`config.mk`:
```
export PLATFORM = sky130hd
export DESIGN_NAME = sys_skew_feeder
export DESIGN_NICKNAME = d
export VERILOG_FILES = /design/src/rtl/sys_skew_feeder.sv
export SDC_FILE = /design/constraint.sdc
export NUM_CORES = 1
export LEC_CHECK = 0
export CORE_UTILIZATION = 29
export DETAILED_ROUTE_END_ITERATION = 8
export GPL_ROUTABILITY_DRIVEN = 0
export GPL_TIMING_DRIVEN = 0
export MAX_ROUTING_LAYER = met4
export SKIP_CTS_REPAIR_TIMING = 1
export SYNTH_ARGS = -nofsm -noshare
export SYNTH_HDL_FRONTEND = slang
export SYNTH_SLANG_ARGS = --single-unit
export TNS_END_PERCENT = 100
```
`constraint.sdc`:
```
create_clock -name clk -period 7.15 [get_ports clk]
set_input_delay 1.43 -clock clk [delete_from_list [all_inputs] [get_ports clk]]
set_output_delay 1.43 -clock clk [all_outputs]
set_load 0.05 [all_outputs]
```
`src/rtl/sys_skew_feeder.sv`:
```
// Operand feeder for the systolic MAC array edge: lane i of each accepted vector is
// presented i cycles after lane 0, and the skew pipeline is flushed with zeros before done.
module sys_skew_feeder #(
    parameter int Data_Width = 8,
    parameter int N          = 4,
    parameter int K_Width    = 8
) (
    input  logic                    clk,
    input  logic                    rst,
    input  logic                    start,
    input  logic [K_Width-1:0]      len,
    input  logic                    in_valid,
    output logic                    in_ready,
    input  logic [N*Data_Width-1:0] in_data,
    input  logic                    stall,
    output logic [N*Data_Width-1:0] out_data,
    output logic [N-1:0]            out_lane_valid,
    output logic                    busy,
    output logic                    done,
    output logic [1:0]              dbg_state
);

    localparam int DCW = $clog2(N);
    localparam logic [K_Width-1:0] K_ONE      = K_Width'(1);
    localparam logic [DCW-1:0]     D_ONE      = DCW'(1);
    localparam logic [DCW-1:0]     DRAIN_LAST = DCW'(N - 2);

    typedef enum logic [1:0] {
        IDLE  = 2'd0,
        FEED  = 2'd1,
        DRAIN = 2'd2,
        DONE  = 2'd3
    } state_t;

    state_t                  state;
    logic [K_Width-1:0]      beat_cnt;
    logic [K_Width-1:0]      len_q;
    logic [DCW-1:0]          drain_cnt;
    logic                    advance;
    logic                    accept;
    logic [N*Data_Width-1:0] head_data;

    // Handshake: a beat transfers on a cycle where in_valid and in_ready are both high;
    // in_ready depends only on state and stall, never on in_valid.
    assign advance   = !stall;
    assign in_ready  = (state == FEED) && !stall;
    assign accept    = in_valid && in_ready;
    assign head_data = accept ? in_data : '0;
    assign busy      = (state != IDLE);
    assign dbg_state = state;

    always_ff @(posedge clk) begin
        if (rst) begin
            state     <= IDLE;
            beat_cnt  <= '0;
            len_q     <= '0;
            drain_cnt <= '0;
            done      <= 1'b0;
        end else if (advance) begin
            case (state)
                IDLE: begin
                    if (start && len != '0) begin
                        state    <= FEED;
                        len_q    <= len;
                        beat_cnt <= '0;
                    end
                end
                FEED: begin
                    if (accept) begin
                        beat_cnt <= beat_cnt + K_ONE;
                        if (beat_cnt == len_q - K_ONE) begin
                            state     <= DRAIN;
                            drain_cnt <= '0;
                        end
                    end
                end
                DRAIN: begin
                    // N-1 flush cycles push the last element out of the longest lane
                    if (drain_cnt == DRAIN_LAST) begin
                        state <= DONE;
                        done  <= 1'b1;
                    end else begin
                        drain_cnt <= drain_cnt + D_ONE;
                    end
                end
                DONE: begin
                    state <= IDLE;
                    done  <= 1'b0;
                end
                default: begin
                    state <= IDLE;
                    done  <= 1'b0;
                end
            endcase
        end
    end

    for (genvar i = 0; i < N; i++) begin : g_lane
        // dline[0] is loaded from the head; dline[i] drives the array edge
        logic [Data_Width-1:0] dline [0:i];
        logic [i:0]            vline;

        always_ff @(posedge clk) begin
            if (rst) begin
                for (int j = 0; j <= i; j++) begin
                    dline[j] <= '0;
                end
                vline <= '0;
            end else if (advance) begin
                dline[0] <= head_data[i*Data_Width +: Data_Width];
                vline[0] <= accept;
                for (int j = 1; j <= i; j++) begin
                    dline[j] <= dline[j-1];
                    vline[j] <= vline[j-1];
                end
            end
        end

        assign out_data[i*Data_Width +: Data_Width] = dline[i];
        assign out_lane_valid[i]                    = vline[i];
    end

endmodule

```
==> impl_metrics.prom <==
# TYPE chip_impl_metric gauge
chip_impl_metric{name="post_synthesis_instance_area",unit="mm2"} 0.00458
chip_impl_metric{name="final_net_count",unit=""} 508
chip_impl_metric{name="tritoncts.num_buffers",unit=""} 9
chip_impl_metric{name="pre_cts_ws",unit="ns"} 2.37
chip_impl_metric{name="fraction_of_final_layout_cells_sized_beyond_drive_strength_1",unit=""} 0.0935
chip_impl_metric{name="final_min_period_over_clock_period",unit=""} 0.668
chip_impl_metric{name="internal_power",unit="uW"} 1070
chip_impl_info{name="tritoncts",value="yes"} 1
chip_impl_metric{name="power_density",unit="mW/mm2"} 234
chip_impl_metric{name="switching_portion_of_total_power",unit=""} 0.239
chip_impl_metric{name="fill_cells",unit=""} 1504
chip_impl_info{name="synth.largest_area_cell",value="sky130_fd_sc_hd__edfxtp_1"} 1
chip_impl_metric{name="portBuffers",unit=""} 84
chip_impl_metric{name="synth_cell_types",unit=""} 45
chip_impl_info{name="cts_root_buffer",value="sky130_fd_sc_hd__clkbuf_16"} 1
chip_impl_metric{name="worstMarginPinSlew",unit="ns"} 0.636
chip_impl_metric{name="timing.final.ws_setup",unit="ns"} 2.37
chip_impl_metric{name="crit_path_max_fanout",unit=""} 10
chip_impl_metric{name="power.clock.fraction",unit=""} 0.370
chip_impl_metric{name="ys_seq_elements",unit=""} 105
chip_impl_metric{name="die_width",unit="um"} 128
chip_impl_metric{name="p_leak",unit="uW"} 0.00233
chip_impl_info{name="worstSetupEndpointType",value="output port"} 1
chip_impl_metric{name="totalWireLength",unit="um"} 8140
chip_impl_metric{name="grt_start_max_net_pins",unit=""} 71
chip_impl_metric{name="total_setup_violations_reported_at_the_end_of_the_flow",unit=""} 0
chip_impl_metric{name="postSynth.asyncResetShare",unit=""} 0
chip_impl_metric{name="grt_antenna_before_repair",unit=""} 0
chip_impl_info{name="rsz0062_at_grt",value="no"} 1
chip_impl_metric{name="floorplan.core_area",unit="mm2"} 0.0153
chip_impl_metric{name="fraction_of_the_yosys_area_taken_by_sequential_cells",unit=""} 0.634
chip_impl_info{name="postSynth.topFlopCell",value="sky130_fd_sc_hd__edfxtp_1"} 1
chip_impl_metric{name="num_vias",unit=""} 2815
chip_impl_info{name="min_path_type",value="reg2reg"} 1
chip_impl_info{name="critPathMostFrequentCell",value="sky130_fd_sc_hd__clkdlybuf4s50_1"} 1
chip_impl_metric{name="syn-instance-count",unit=""} 360
chip_impl_metric{name="die_h",unit="um"} 128
chip_impl_info{name="netlist_top_cells_count",value="sky130_fd_sc_hd__and2_1, sky130_fd_sc_hd__edfxtp_1, sky130_fd_sc_hd__nor2_1, sky130_fd_sc_hd__dfxtp_1, sky130_fd_sc_hd__buf_4"} 1
chip_impl_info{name="path_class",value="in2out"} 1
chip_impl_metric{name="netlist.area_leader.share",unit=""} 0.525
chip_impl_metric{name="final_area",unit="mm2"} 0.00603
chip_impl_metric{name="area_share_of_fa_ha_maj_cells_after_synthesis",unit=""} 0.0191
chip_impl_metric{name="minimum_period_implied_by_the_final_worst_setup_slack",unit="ns"} 4.78
chip_impl_metric{name="hold_ws",unit="ns"} 0.492
chip_impl_metric{name="top_level_ports",unit=""} 86
chip_impl_metric{name="clock.fmax",unit="MHz"} 209
chip_impl_metric{name="xor_xnor_share_of_the_synthesized_area",unit=""} 0.0287
chip_impl_metric{name="final_util",unit=""} 0.394
chip_impl_metric{name="syn_area_per_cell",unit="um2"} 12.7
chip_impl_metric{name="fin_setup_tns",unit="ns"} 0
chip_impl_metric{name="switching_power",unit="uW"} 337
chip_impl_metric{name="number_of_global_route_vias_before_repair",unit=""} 2692
chip_impl_metric{name="synthSimpleGateAreaFrac",unit=""} 0.180
chip_impl_metric{name="critPathArrivalTime",unit="ns"} 3.35
chip_impl_metric{name="muxShareOfSynthArea",unit=""} 0.0263
chip_impl_metric{name="p_seq_frac",unit=""} 0.494
chip_impl_metric{name="critical_path.max_stage_delay",unit="ns"} 0.74
chip_impl_metric{name="antenna-diode-count",unit=""} 0
chip_impl_metric{name="detailed_route_wire_length_per_cell",unit="um"} 12.1
chip_impl_info{name="crit_chain",value="clkdlybuf4s50_1, clkbuf_1, nor2_1, clkdlybuf4s50_1"} 1
chip_impl_metric{name="slew_headroom",unit=""} 0.576
chip_impl_metric{name="clk_path_buf_depth",unit=""} 2
chip_impl_info{name="start_kind",value="primary input"} 1
chip_impl_metric{name="synth_compound_area_frac",unit=""} 0.0561
chip_impl_info{name="yosysMostFrequentCell",value="sky130_fd_sc_hd__and2_1"} 1
chip_impl_metric{name="grt_pass1_wl",unit="um"} 13000
chip_impl_info{name="synth.area.top_cells",value="sky130_fd_sc_hd__edfxtp_1, sky130_fd_sc_hd__and2_1, sky130_fd_sc_hd__dfxtp_1"} 1
chip_impl_metric{name="grt_usage",unit=""} 0.108
chip_impl_metric{name="number_of_enable_type_register_cells_in_the_synthesized_netlist",unit=""} 80
chip_impl_metric{name="clock_sink_count",unit=""} 105
chip_impl_metric{name="ctsHtreeMaxLevel",unit=""} 3
chip_impl_metric{name="placed_area",unit="mm2"} 0.00572
chip_impl_metric{name="detail_route.first_pass.iterations",unit=""} 4
chip_impl_metric{name="timing.final.max_slew_violations",unit=""} 0
chip_impl_info{name="timing.critical_path.slowest_stage_cell",value="sky130_fd_sc_hd__clkdlybuf4s50_1"} 1
chip_impl_metric{name="start_util",unit=""} 0.299
chip_impl_metric{name="power_frac_comb",unit=""} 0.136
chip_impl_metric{name="std_cell_rows",unit=""} 45
chip_impl_metric{name="clock_skew",unit="ns"} 0.00562
chip_impl_metric{name="syn-num-nets",unit=""} 412
chip_impl_metric{name="timing_hold_violations_final",unit=""} 0
chip_impl_metric{name="place.detailed.hpwl",unit="um"} 5910
chip_impl_metric{name="max_cap_violations",unit=""} 0
chip_impl_metric{name="design.die.area",unit="mm2"} 0.0163
chip_impl_metric{name="global_route_total_overflow",unit=""} 0
chip_impl_metric{name="clk_pin_slew",unit="ns"} 0.06
chip_impl_metric{name="highest_ir_drop_seen_on_vdd",unit="mV"} 0.122
chip_impl_metric{name="insertion_delay",unit="ns"} 0.35
chip_impl_metric{name="vias_per_cell",unit=""} 4.20
chip_impl_metric{name="drt_iter0_drc",unit=""} 157
chip_impl_metric{name="antenna_left",unit=""} 0
chip_impl_metric{name="drt_drc_violations_left",unit=""} 0
chip_impl_info{name="status",value="finished clean"} 1
chip_impl_metric{name="ys_warn_count",unit=""} 0
chip_impl_metric{name="worstPathRequired",unit="ns"} 5.72
chip_impl_info{name="synth_top_family_by_area",value="simple AND/OR/NAND/NOR gates"} 1
chip_impl_metric{name="areaGrowthSynthToFinish",unit="%"} 31.8
## cell families after synthesis
kind of cell | after synthesis
and+or+nand+nor | 143
buffers and inverters | 44
adders and majority gates | 7
AOI/OAI and AO/OA | 34
xor gates and xnor gates | 15
DFF | 105
muxes | 12
## sequential cells by signal, indices dropped and copies added (netlist names)
register	cells
dbg_state	2
drain_cnt	2
len_q	8
beat_cnt	8
g_lane.vline	4
done	1
g_lane.dline	80
## layer usage
layer | track usage | routed length [um] | part of all wire | up-vias
li1 | - | - | - | 1428
met1 | 0.123 | 3480 | 0.43 | 1315
met2 | 0.180 | 4060 | 0.50 | 62
met3 | 0.0306 | 479 | 0.059 | 10
met4 | 0.0436 | 122 | 0.015 | 0
met5 | - | 0 | 0 | -
## power by group through the flow
stage	combinational (uW)	clock [uW]	sequential, uW
floorplan	101	0	733
global placement	189	0	712
detailed placement	194	0	711
CTS	195	539	697
global route	206	561	700
finish	193	522	697
## critical path: cells and delay by family
kind          cells  cell delay (ns)
simple gates      1             0.18
buf+inv           3             1.73
## final cells by class
class,count,area [um2],share of cell area
Clock inverter,5,86.3,0.0143
Timing Repair Buffer,85,868,0.144
Clock buffer,10,229,0.0380
Sequential cell,105,2900,0.481
Multi-Input combinational cell,211,1430,0.237
Inverter,11,41.3,0.00685
Buffer,33,213,0.0353
Tap cell,211,264,0.0438
## stage by stage
step	std cells	power [uW]
floorplan	360	834
global placement	655	901
detailed placement	656	905
CTS	671	1430
global route	671	1470
finish	671	1410
## cells in the final DEF, fill, tap and decap left out, types with 2 or more instances in the layout
| master | instances |
|---|---|
| sky130_fd_sc_hd__buf_4 | 17 |
| sky130_fd_sc_hd__nor2_1 | 26 |
| sky130_fd_sc_hd__bufinv_16 | 2 |
| sky130_fd_sc_hd__clkbuf_16 | 9 |
| sky130_fd_sc_hd__clkbuf_1 | 14 |
| sky130_fd_sc_hd__nor3_2 | 2 |
| sky130_fd_sc_hd__nand4_1 | 3 |
| sky130_fd_sc_hd__o21ai_1 | 2 |
| sky130_fd_sc_hd__o21bai_1 | 2 |
| sky130_fd_sc_hd__a21oi_1 | 5 |
| sky130_fd_sc_hd__nand2_1 | 7 |
| sky130_fd_sc_hd__nor2b_1 | 3 |
| sky130_fd_sc_hd__inv_6 | 2 |
| sky130_fd_sc_hd__edfxtp_1 | 80 |
| sky130_fd_sc_hd__clkdlybuf4s50_1 | 84 |
| sky130_fd_sc_hd__buf_6 | 2 |
| sky130_fd_sc_hd__nor4_1 | 6 |
| sky130_fd_sc_hd__nand3_1 | 2 |
| sky130_fd_sc_hd__and2_1 | 81 |
| sky130_fd_sc_hd__a21o_1 | 2 |
| sky130_fd_sc_hd__xnor2_1 | 13 |
| sky130_fd_sc_hd__nand2b_1 | 2 |
| sky130_fd_sc_hd__o211a_1 | 2 |
| sky130_fd_sc_hd__inv_1 | 11 |
| sky130_fd_sc_hd__nor3_1 | 4 |
| sky130_fd_sc_hd__a31oi_1 | 2 |
| sky130_fd_sc_hd__xor2_1 | 2 |
| sky130_fd_sc_hd__dfxtp_1 | 25 |
| sky130_fd_sc_hd__o21ai_0 | 8 |
| sky130_fd_sc_hd__ha_1 | 7 |
| sky130_fd_sc_hd__mux2i_1 | 12 |
## path summary, 6_finish.rpt
check          startpoint           end  slack (ns)  cells after the start
max reg2reg      len_q[1]  drain_cnt[1]        4.67                      8
max                 stall      in_ready        2.37                      4
min reg2reg  drain_cnt[1]  drain_cnt[1]        0.49                      2
min          drain_cnt[1]  drain_cnt[1]        0.49                      2
(Power assumes the default switching activity.)
